<file path="config.mk">
export PLATFORM = sky130hd
export DESIGN_NAME = kbd_scan_decoder
export DESIGN_NICKNAME = d
export VERILOG_FILES = /design/src/rtl/kbd_pkg.sv /design/src/rtl/kbd_scan2ascii.sv /design/src/rtl/kbd_scan_decoder.sv
export SDC_FILE = /design/constraint.sdc
export NUM_CORES = 1
export LEC_CHECK = 0
export CORE_MARGIN = 3
export CORE_UTILIZATION = 67
export DETAILED_ROUTE_END_ITERATION = 7
export GPL_ROUTABILITY_DRIVEN = 0
export GPL_TIMING_DRIVEN = 0
export PLACE_DENSITY_LB_ADDON = 0.15
export SLEW_MARGIN = 30
export SYNTH_ARGS = -nofsm -noshare
export SYNTH_HDL_FRONTEND = slang
export SYNTH_HIERARCHICAL = 1
export SYNTH_SLANG_ARGS = --single-unit
</file>
<file path="constraint.sdc">
create_clock -name clk -period 7.6 [get_ports clk]
set_input_delay 1.14 -clock clk [delete_from_list [all_inputs] [get_ports clk]]
set_output_delay 1.14 -clock clk [all_outputs]
set_load 0.01 [all_outputs]
</file>
<file path="src/rtl/kbd_pkg.sv">
// kbd_pkg: scan-code constants, decoder state and small lookup helpers
// shared by the keyboard front end.
package kbd_pkg;
   localparam logic [7:0] SC_BREAK = 8'hF0, SC_EXT = 8'hE0;
   localparam logic [7:0] SC_LSHIFT = 8'h12, SC_RSHIFT = 8'h59, SC_CAPS = 8'h58;
   localparam logic [7:0] SC_UP = 8'h75, SC_DOWN = 8'h72, SC_LEFT = 8'h6B, SC_RIGHT = 8'h74, SC_KP_ENTER = 8'h5A;
   localparam logic [7:0] ASC_UP = 8'h81, ASC_DOWN = 8'h82, ASC_LEFT = 8'h83, ASC_RIGHT = 8'h84, ASC_CR = 8'h0D;

   typedef enum logic [1:0] {IDLE, BRK, EXT, EXT_BRK} kbd_state_t;

   function automatic logic [7:0] ext2ascii(input logic [7:0] code);
      case (code)
         SC_UP:       return ASC_UP;
         SC_DOWN:     return ASC_DOWN;
         SC_LEFT:     return ASC_LEFT;
         SC_RIGHT:    return ASC_RIGHT;
         SC_KP_ENTER: return ASC_CR;
         default:     return 8'h00;
      endcase
   endfunction

   function automatic logic is_letter(input logic [7:0] code);
      case (code)
         8'h1C, 8'h32, 8'h21, 8'h23, 8'h24, 8'h2B, 8'h34, 8'h33, 8'h43, 8'h3B, 8'h42, 8'h4B, 8'h3A,
         8'h31, 8'h44, 8'h4D, 8'h15, 8'h2D, 8'h1B, 8'h2C, 8'h3C, 8'h2A, 8'h1D, 8'h22, 8'h35, 8'h1A:
            return 1'b1;
         default: return 1'b0;
      endcase
   endfunction
endpackage

</file>
<file path="src/rtl/kbd_scan2ascii.sv">
// kbd_scan2ascii: set-2 make code plus shift to ASCII, 0x00 for unmapped keys
module kbd_scan2ascii
  import kbd_pkg::*;
(
  input  logic [7:0] code,
  input  logic       shift,
  output logic [7:0] ascii
);
  logic [7:0] lo, hi;
  always_comb begin
    case (code)
      8'h1C: {lo, hi} = {"a", "A"};
      8'h32: {lo, hi} = {"b", "B"};
      8'h21: {lo, hi} = {"c", "C"};
      8'h23: {lo, hi} = {"d", "D"};
      8'h24: {lo, hi} = {"e", "E"};
      8'h2B: {lo, hi} = {"f", "F"};
      8'h34: {lo, hi} = {"g", "G"};
      8'h33: {lo, hi} = {"h", "H"};
      8'h43: {lo, hi} = {"i", "I"};
      8'h3B: {lo, hi} = {"j", "J"};
      8'h42: {lo, hi} = {"k", "K"};
      8'h4B: {lo, hi} = {"l", "L"};
      8'h3A: {lo, hi} = {"m", "M"};
      8'h31: {lo, hi} = {"n", "N"};
      8'h44: {lo, hi} = {"o", "O"};
      8'h4D: {lo, hi} = {"p", "P"};
      8'h15: {lo, hi} = {"q", "Q"};
      8'h2D: {lo, hi} = {"r", "R"};
      8'h1B: {lo, hi} = {"s", "S"};
      8'h2C: {lo, hi} = {"t", "T"};
      8'h3C: {lo, hi} = {"u", "U"};
      8'h2A: {lo, hi} = {"v", "V"};
      8'h1D: {lo, hi} = {"w", "W"};
      8'h22: {lo, hi} = {"x", "X"};
      8'h35: {lo, hi} = {"y", "Y"};
      8'h1A: {lo, hi} = {"z", "Z"};
      8'h16: {lo, hi} = {"1", "!"};
      8'h1E: {lo, hi} = {"2", "@"};
      8'h26: {lo, hi} = {"3", "#"};
      8'h25: {lo, hi} = {"4", "$"};
      8'h2E: {lo, hi} = {"5", "%"};
      8'h36: {lo, hi} = {"6", "^"};
      8'h3D: {lo, hi} = {"7", "&"};
      8'h3E: {lo, hi} = {"8", "*"};
      8'h46: {lo, hi} = {"9", "("};
      8'h45: {lo, hi} = {"0", ")"};
      8'h0E: {lo, hi} = {8'h60, "~"};
      8'h4E: {lo, hi} = {"-", "_"};
      8'h55: {lo, hi} = {"=", "+"};
      8'h54: {lo, hi} = {"[", "{"};
      8'h5B: {lo, hi} = {"]", "}"};
      8'h5D: {lo, hi} = {8'h5C, "|"};
      8'h4C: {lo, hi} = {";", ":"};
      8'h52: {lo, hi} = {8'h27, 8'h22};
      8'h41: {lo, hi} = {",", "<"};
      8'h49: {lo, hi} = {".", ">"};
      8'h4A: {lo, hi} = {"/", "?"};
      8'h29: {lo, hi} = {8'h20, 8'h20};
      8'h5A: {lo, hi} = {ASC_CR, ASC_CR};
      8'h66: {lo, hi} = {8'h08, 8'h08};
      8'h76: {lo, hi} = {8'h1B, 8'h1B};
      8'h0D: {lo, hi} = {8'h09, 8'h09};
      default: {lo, hi} = 16'h0000;
    endcase
    ascii = shift ? hi : lo;
  end
endmodule

</file>
<file path="src/rtl/kbd_scan_decoder.sv">
// kbd_scan_decoder: nibble-strobe PS/2 set-2 decoder with ASCII FIFO and int_req/int_ack.
// Optional caps lock under KBD_CAPSLOCK_EN.
module kbd_scan_decoder
   import kbd_pkg::*;
#(
   parameter int FIFO_DEPTH  = 8,
   parameter int SYNC_STAGES = 2
) (
   input  logic       clk,
   input  logic       rst,
   input  logic       kbd_enb_hi,
   input  logic       kbd_enb_lo,
   input  logic [3:0] kbd_data,
   output logic       int_req,
   input  logic       int_ack,
   output logic [7:0] kbd_ascii,
   output logic       overflow
);
   localparam int AW = $clog2(FIFO_DEPTH);

   logic [SYNC_STAGES-1:0] hi_s, lo_s, ack_s;
   logic [3:0] data_s [SYNC_STAGES];
   logic hi_d, lo_d, ack_d, hi_edge, lo_edge, ack_edge;
   logic [3:0] hi_nib, data;
   logic hi_valid, byte_valid;
   logic [7:0] byte_q;
   kbd_state_t state, state_nx;
   logic make, brk, ext_make;
   logic lshift, rshift, shift, shift_eff;
   logic [7:0] s2a, char_nx;
   logic push, pop, full, wr_en;
   logic [7:0] mem [FIFO_DEPTH];
   logic [AW-1:0] wr_ptr, rd_ptr;
   logic [AW:0] count;

   always_ff @(posedge clk or posedge rst) begin
      if (rst) begin
         hi_s <= '0;
         lo_s <= '0;
         ack_s <= '0;
         {hi_d, lo_d, ack_d} <= 3'b000;
         for (int i = 0; i < SYNC_STAGES; i++) data_s[i] <= 4'h0;
      end else begin
         hi_s <= {hi_s[SYNC_STAGES-2:0], kbd_enb_hi};
         lo_s <= {lo_s[SYNC_STAGES-2:0], kbd_enb_lo};
         ack_s <= {ack_s[SYNC_STAGES-2:0], int_ack};
         hi_d <= hi_s[SYNC_STAGES-1];
         lo_d <= lo_s[SYNC_STAGES-1];
         ack_d <= ack_s[SYNC_STAGES-1];
         data_s[0] <= kbd_data;
         for (int i = 1; i < SYNC_STAGES; i++) data_s[i] <= data_s[i-1];
      end
   end

   assign hi_edge  = hi_s[SYNC_STAGES-1] & ~hi_d;
   assign lo_edge  = lo_s[SYNC_STAGES-1] & ~lo_d;
   assign ack_edge = ack_s[SYNC_STAGES-1] & ~ack_d;
   assign data     = data_s[SYNC_STAGES-1];

   // A later hi strobe simply overwrites the pending high nibble
   always_ff @(posedge clk or posedge rst) begin
      if (rst) begin
         hi_nib <= 4'h0;
         hi_valid <= 1'b0;
         byte_q <= 8'h00;
         byte_valid <= 1'b0;
      end else begin
         byte_valid <= 1'b0;
         if (lo_edge && hi_valid) begin
            byte_q <= {hi_nib, data};
            byte_valid <= 1'b1;
            hi_valid <= 1'b0;
         end
         if (hi_edge) begin
            hi_nib <= data;
            hi_valid <= 1'b1;
         end
      end
   end

   always_ff @(posedge clk or posedge rst) begin
      if (rst) state <= IDLE;
      else state <= state_nx;
   end

   always_comb begin
      state_nx = state;
      if (byte_valid)
         case (state)
            IDLE:    state_nx = byte_q == SC_BREAK ? BRK : byte_q == SC_EXT ? EXT : IDLE;
            EXT:     state_nx = byte_q == SC_BREAK ? EXT_BRK : IDLE;
            default: state_nx = IDLE;
         endcase
   end

   always_comb begin
      make     = byte_valid && state == IDLE && byte_q != SC_BREAK && byte_q != SC_EXT;
      brk      = byte_valid && state == BRK;
      ext_make = byte_valid && state == EXT && byte_q != SC_BREAK;
   end

   always_ff @(posedge clk or posedge rst) begin
      if (rst) begin
         lshift <= 1'b0;
         rshift <= 1'b0;
      end else begin
         if ((make || brk) && byte_q == SC_LSHIFT) lshift <= make;
         if ((make || brk) && byte_q == SC_RSHIFT) rshift <= make;
      end
   end

   assign shift = lshift | rshift;

`ifdef KBD_CAPSLOCK_EN
   logic caps;
   always_ff @(posedge clk or posedge rst) begin
      if (rst) caps <= 1'b0;
      else if (make && byte_q == SC_CAPS) caps <= ~caps;
   end
   assign shift_eff = is_letter(byte_q) ? shift ^ caps : shift;
`else
   assign shift_eff = shift;
`endif

   kbd_scan2ascii u_s2a (.code(byte_q), .shift(shift_eff), .ascii(s2a));

   // Modifiers and caps map to 0x00 in the table, so they never enqueue
   assign char_nx = ext_make ? ext2ascii(byte_q) : make ? s2a : 8'h00;
   assign push    = char_nx != 8'h00;
   assign pop     = ack_edge && count != '0;
   assign full    = count == (AW+1)'(FIFO_DEPTH);
   assign wr_en   = push && (!full || pop);

   always_ff @(posedge clk or posedge rst) begin
      if (rst) begin
         wr_ptr <= '0;
         rd_ptr <= '0;
         count <= '0;
         overflow <= 1'b0;
      end else begin
         if (wr_en) wr_ptr <= wr_ptr + 1'b1;
         if (pop) rd_ptr <= rd_ptr + 1'b1;
         count <= count + (AW+1)'(wr_en) - (AW+1)'(pop);
         if (push && !wr_en) overflow <= 1'b1;
      end
   end

   always_ff @(posedge clk) begin
      if (wr_en) mem[wr_ptr] <= char_nx;
   end

   assign int_req   = count != '0;
   assign kbd_ascii = int_req ? mem[rd_ptr] : 8'h00;
endmodule

</file>
Word-level counts from Yosys, hierarchy flattened. Memories as Yosys holds them, arrays and structs flattened. Cells that the tools add are included.

Memories: 2. Output and inout bits: 10. Memory bits (read-only): 1792. Latch bits: 0. Register bits: 46. Bits in writable memories: 64.

Div/mod/pow operators: 0. Reductions and logical operators: 20. Muxes and demuxes: 15. Bitwise logic cells: 7. Multipliers: 0. Shift-type cells: 0. Equality and inequality tests: 14. Add/subtract/negate cells: 4. Order comparisons: 0.

Memory list: (name not given) (words 128, width 14, rd ports 1, clocked after memory_dff 0, wr ports 0, RTL line kbd_scan2ascii.sv:11) `case (code)`; mem (words 8, width 8, rd ports 1, clocked after memory_dff 0, wr ports 1, RTL line kbd_scan_decoder.sv:32) `logic [7:0] mem [FIFO_DEPTH];`.

Operators by type and width (number): $eq A8 B7 Y1 const B (6); $pmux W8 S5 (1); $mux W8 (4); $eq A8 B8 Y1 const B (2); $mux W16 (1); $ne A8 B8 Y1 const B (2); $logic_and A1 B1 Y1 (12); $eq A8 B5 Y1 const B (1); $reduce_bool A8 Y1 (1); $add A3 B1 Y3 const B (2); $mux W2 (3); $mux W1 (5); $add A4 B1 Y4 (1); $eq A4 B4 Y1 const B (1); $pmux W2 S2 (1); $reduce_bool A4 Y1 (1); $sub A4 B1 Y4 (1); $and A1 B1 Y1 (3); $not A1 Y1 (3); $eq A2 B1 Y1 const B (1); $eq A2 B2 Y1 const B (1); $logic_not A1 Y1 (2); $logic_not A2 Y1 (1); $logic_or A1 B1 Y1 (2); other kinds (2) (2).

Depth between registers and ports, before layout.
Depth in word-level cells: 10. Gate-level depth with buffers: 18. Depth with buffers taken out: 15.

Hierarchy. The synthesis kept the hierarchy.

By module, submodules not included: kbd_scan_decoder (cells an instance 292, times used 1, area each 4559.4 um^2); kbd_scan2ascii (cells an instance 233, times used 1, area each 1574.0 um^2).

Worst setup path after synthesis. Ideal clock, no wire load.

Kind: register -> register. Start point: register byte_q[1]. End point: register count[2]. Arrival time: 3.422 ns. Slack: 4.055 ns. Clock period less this slack: 3.545 ns. Data required time: 7.477 ns. Path buffers: 3. Stages on the path, launching flop included: 19. Cells stage by stage: dfrtp_1 -> buf_4 -> inv_1 -> ha_1 -> buf_2 -> a21oi_1 -> a2111o_1 -> o21ai_1 -> a21oi_1 -> a221oi_2 -> nor4_1 -> nand2_1 -> a22oi_4 -> a21oi_2 -> buf_6 -> ha_1 -> inv_1 -> fa_1 -> xnor2_1.

Cells in the longest elaborated chain, start to end: 9.

Ends and longest elaborated chain: from (decl) (RTL line kbd_scan_decoder.sv:26) `logic [7:0] byte_q;`; from (signal assigned) (RTL line kbd_scan_decoder.sv:70) `byte_q <= {hi_nib, data};`; $mem_v2 Z128 W14; $mux W16 (RTL line kbd_scan2ascii.sv:11); $mux W8 (RTL line kbd_scan2ascii.sv:66) `ascii = shift ? hi : lo;`; net s2a[0] (RTL line kbd_scan_decoder.sv:30) `logic [7:0] s2a, char_nx;`; $mux W8 (2 in a row) (RTL line kbd_scan_decoder.sv:128) `assign char_nx = ext_make ? ext2ascii(byte_q) : make ? s2a : 8'h00;`; $reduce_bool A8 Y1 (RTL line kbd_scan_decoder.sv:129) `assign push = char_nx != 8'h00;`; $logic_and A1 B1 Y1 (RTL line kbd_scan_decoder.sv:132) `assign wr_en = push && (!full || pop);`; net wr_en (RTL line kbd_scan_decoder.sv:31) `logic push, pop, full, wr_en;`; $add A4 B1 Y4 (RTL line kbd_scan_decoder.sv:143) `count <= count + (AW+1)'(wr_en) - (AW+1)'(pop);`; $sub A4 B1 Y4 (RTL line kbd_scan_decoder.sv:143); to (signal assigned) (RTL line kbd_scan_decoder.sv:143); to (decl) (RTL line kbd_scan_decoder.sv:34) `logic [AW:0] count;`.

The timed path passes the listed nets, and every way through them passes these cells. A chain may end at the register's enable or synchronous reset.

Worst setup path after layout.
Start point: register byte_q[1]. End point: register count[1].

Same word-level chain as after synthesis.

==> impl_metrics.env <==
export IMPL_grt_ovfl_total=0
export IMPL_worstReg2RegEnd="count[1]"
export IMPL_critical_path_cell_count=18
export IMPL_min_period_ns=4.28
export IMPL_criticalPathCategory="reg -> reg"
export IMPL_cpPeakStageDelay_ns=0.63
export IMPL_dp_hpwl_um=9670
export IMPL_cp_buffers_inverters=6
export IMPL_async_flop_share_pct=41.8
export IMPL_first_global_vias=4313
export IMPL_fin_crit_sh_pct=56.3
export IMPL_switching_share_pct=39.0
export IMPL_drive_gt1_share_pct=15.0
export IMPL_synth_seq_area_share_pct=50.1
export IMPL_diodes=0
export IMPL_synth_net_count=551
export IMPL_start_util_pct=69.7
export IMPL_status="complete, no violations"
export IMPL_grt_max_degree=33
export IMPL_slowest_stage="dfrtp_1"
export IMPL_crit_chain="buf_4 -> inv_1 -> ha_1 -> buf_2 -> or2_2 -> a21oi_1 -> a2111oi_0 -> o21ai_0 -> a41oi_1 -> nor4_1 -> nand2_1 -> a22oi_4 -> a21oi_2 -> buf_6 -> ha_1 -> inv_1 -> fa_1 -> inv_1"
export IMPL_fin_tns_setup_ns=0
export IMPL_yosys_warnings=6
export IMPL_r2r_slack_ns=3.32
export IMPL_synth_edf_count=64
export IMPL_final_area_mm2=0.00668
export IMPL_crit_path_max_fanout=14
export IMPL_syn_avg_cell_area_um2=11.7
export IMPL_grt_use_total_pct=27.9
export IMPL_drc=0
export IMPL_place_area_mm2=0.00647
export IMPL_core_rowCount=34
export IMPL_fmax_ghz=0.234
export IMPL_n_fill_cell=553
export IMPL_min_path_type="reg -> reg"
export IMPL_cts_buffers=9
export IMPL_seqPwrFrac_pct=37.1
export IMPL_critPathCaptureType="register"
export IMPL_p_leak_nw=2.61
export IMPL_clk_pin_slew_ns=0.11
export IMPL_ys_ff_latch=110
export IMPL_num_vias=4508
export IMPL_maxCapViolations=0
export IMPL_die_y_um=102
export IMPL_syn_area_mm2=0.00613
export IMPL_cp_arrival_ns=4.61
export IMPL_crit_start="byte_q[1]"
export IMPL_crit_end="count[1]"
export IMPL_p_sw_mw=0.800
export IMPL_cts_hold_buf=0
export IMPL_yosysUniqueCellTypes=84
export IMPL_r2r_start="byte_q[1]"
export IMPL_slew_headroom_pct=51.8
export IMPL_rsz0062_at_grt="no"
export IMPL_clock_path_buffers=2
export IMPL_internal_power_mw=1.25
export IMPL_worstMarginPinSlew_ns=0.724
export IMPL_dieWidth_um=102
export IMPL_wl_per_cell_um=20.4
export IMPL_syn2layout_area_growth_pct=8.98
export IMPL_routed_wl_um=13600
export IMPL_clock_power_share_pct=17.6
export IMPL_htreeDepth=3
export IMPL_viasPerCell=6.75
export IMPL_firstDrtPassIters=5
export IMPL_pin_count=19
export IMPL_cts_tree="built"
export IMPL_hold_viol_final=0
export IMPL_slew_violations=0
export IMPL_setup_viol=0
export IMPL_cts_resized=0
export IMPL_post_place_cells=652
export IMPL_cts_sinks=110
export IMPL_finClkSkew_ns=0.0201
export IMPL_cts_root_buf="clkbuf_8"
export IMPL_crit_top_cell="inv_1"
export IMPL_postCtsSetupRepairBufs=0
export IMPL_core_area_mm2=0.00881
export IMPL_drt_iter0_markers=605
export IMPL_syn_inst=525
export IMPL_pre_cts_ws_ns=3.41
export IMPL_synth_flop_cell="edfxtp_1"
export IMPL_combinationalPowerShare_pct=45.3
export IMPL_setup_worst_path_start_class="register"
export IMPL_ir_drop_v=0.000192
export IMPL_critical_path_required_ns=7.92
export IMPL_layout_setup_ws_ns=3.32
export IMPL_r2r_worst_path_cells=18
export IMPL_power_density_mw_per_mm2=307
export IMPL_crit_family="compound AO/OA/AOI/OAI gates"
export IMPL_die_area_mm2=0.0103
export IMPL_grt_pass1_wl_um=22200
export IMPL_ant_nets=0
export IMPL_instances_no_fill=668
export IMPL_numPortBuffers=18
export IMPL_final_nets=581
export IMPL_insertion_delay_ns=0.38
export IMPL_antenna_found_initial=0
## synth_stat cells (6+ instances only)
cell type | instances | area, um^2
mux2i_1 | 15 | 150
ha_1 | 16 | 200
a211oi_1 | 12 | 90.1
a21oi_1 | 25 | 125
clkbuf_1 | 6 | 22.5
buf_2 | 12 | 60.1
edfxtp_1 | 64 | 1920
nand2b_1 | 12 | 75.1
inv_1 | 26 | 97.6
nor2b_1 | 12 | 75.1
mux2_2 | 6 | 67.6
a21o_1 | 7 | 52.6
nor2_1 | 29 | 109
and2_1 | 8 | 50.1
nand3_1 | 7 | 35.0
nor4_1 | 6 | 37.5
dfrtp_1 | 46 | 1150
xor2_1 | 6 | 52.6
buf_4 | 6 | 45.0
buf_6 | 7 | 78.8
o21ai_0 | 12 | 60.1
mux4_2 | 17 | 383
nand2_1 | 48 | 180
## registers in the layout, indices dropped and copies added (netlist names), 3 cells and up
name,flops
wr_ptr,3
data,4
mem,64
rd_ptr,3
byte_q,8
count,4
data_s,4
hi_nib,4
## worst min path at each step
stage	cells past startpoint	slack [ns]	endpoint	from
after detailed placement	0	0.34	data[0]	data_s[4]
after floorplan	0	0.33	ack_s[1]	ack_s[0]
final	0	0.36	data[0]	data_s[4]
after global routing	0	0.38	data[1]	data_s[5]
after CTS	0	0.36	data[0]	data_s[4]
after global placement	0	0.33	data[0]	data_s[4]
## cells by family after synthesis
logic type,synth area share [%]
simple gates,14.7
compound gates,15.0
flops,50.1
buf+inv,5.39
mux,9.98
fa+ha+maj,3.59
xor+xnor,1.14
other cells,0.0611
## placed cells by master (no fill, tap or decap), types with 4 or more instances in the layout
master / synthesis / layout
edfxtp_1: 64 / 64
nand2_1: 48 / 48
dfrtp_1: 46 / 46
nor2_1: 29 / 29
inv_1: 26 / 25
a21oi_1: 25 / 25
clkdlybuf4s50_1: 0 / 18
mux4_2: 17 / 17
ha_1: 16 / 16
mux2i_1: 15 / 15
nand2b_1: 12 / 12
buf_2: 12 / 12
o21ai_0: 12 / 12
a211oi_1: 12 / 12
nor2b_1: 12 / 12
clkbuf_8: 0 / 9
and2_1: 8 / 8
a21o_1: 7 / 7
buf_6: 7 / 7
nand3_1: 7 / 7
clkbuf_1: 6 / 6
xor2_1: 6 / 6
mux2_2: 6 / 6
nor4_1: 6 / 6
buf_4: 6 / 6
buf_1: 5 / 5
o211ai_1: 5 / 5
and3_1: 4 / 4
nor3b_1: 4 / 4
a31oi_1: 4 / 4
o22ai_1: 4 / 4
and4b_1: 4 / 4
nor3_1: 4 / 4
a311o_1: 4 / 4
o31ai_1: 4 / 4
## per-layer routing
metal | global-route usage [%] | part of all wire, %
met5 | 0 | 0
met4 | 9.92 | 3.6
met3 | 7.37 | 10
met2 | 40.8 | 45
met1 | 40.8 | 42
## power groups by stage
stage          Clock, mW  Sequential, mW  Combinational [mW]
6_report           0.360           0.760               0.929
5_1_grt            0.385           0.770                1.00
4_1_cts            0.367           0.759               0.910
3_5_place_dp           0           0.772               0.906
3_3_place_gp           0           0.766               0.886
2_1_floorplan          0           0.754               0.655
## per-stage QoR
stage / hold WS (ns) / total power, mW / utilization [%]
floorplan: 0.331 / 1.41 / -
global placement: 0.332 / 1.65 / 73.2
detailed placement: 0.339 / 1.68 / 73.5
CTS: 0.364 / 2.04 / 75.9
global route: 0.380 / 2.16 / 75.9
finish: 0.361 / 2.05 / 75.9
## worst reg2reg max path, delay by kind of cell, from the launching register on
| family | cells | cell delay [ns] |
|---|---|---|
| DFF | 1 | 0.63 |
| AOI/OAI and AO/OA | 6 | 0.98 |
| and+or+nand+nor | 3 | 0.81 |
| adders and majority gates | 3 | 0.91 |
| buffers and inverters | 6 | 0.90 |
## cell type report
cell class	instances	area (um^2)	share of cell area [%]
clock buffers	9	124	1.85
repair buffers	19	200	3.00
inverters	28	105	1.57
plain buffers	36	225	3.37
well taps	108	135	2.02
flip-flops and latches	110	3070	46.0
clock inverters	7	91.3	1.37
multi-input cells	351	2730	40.8
No activity file was read; power rests on OpenSTA's default activity.
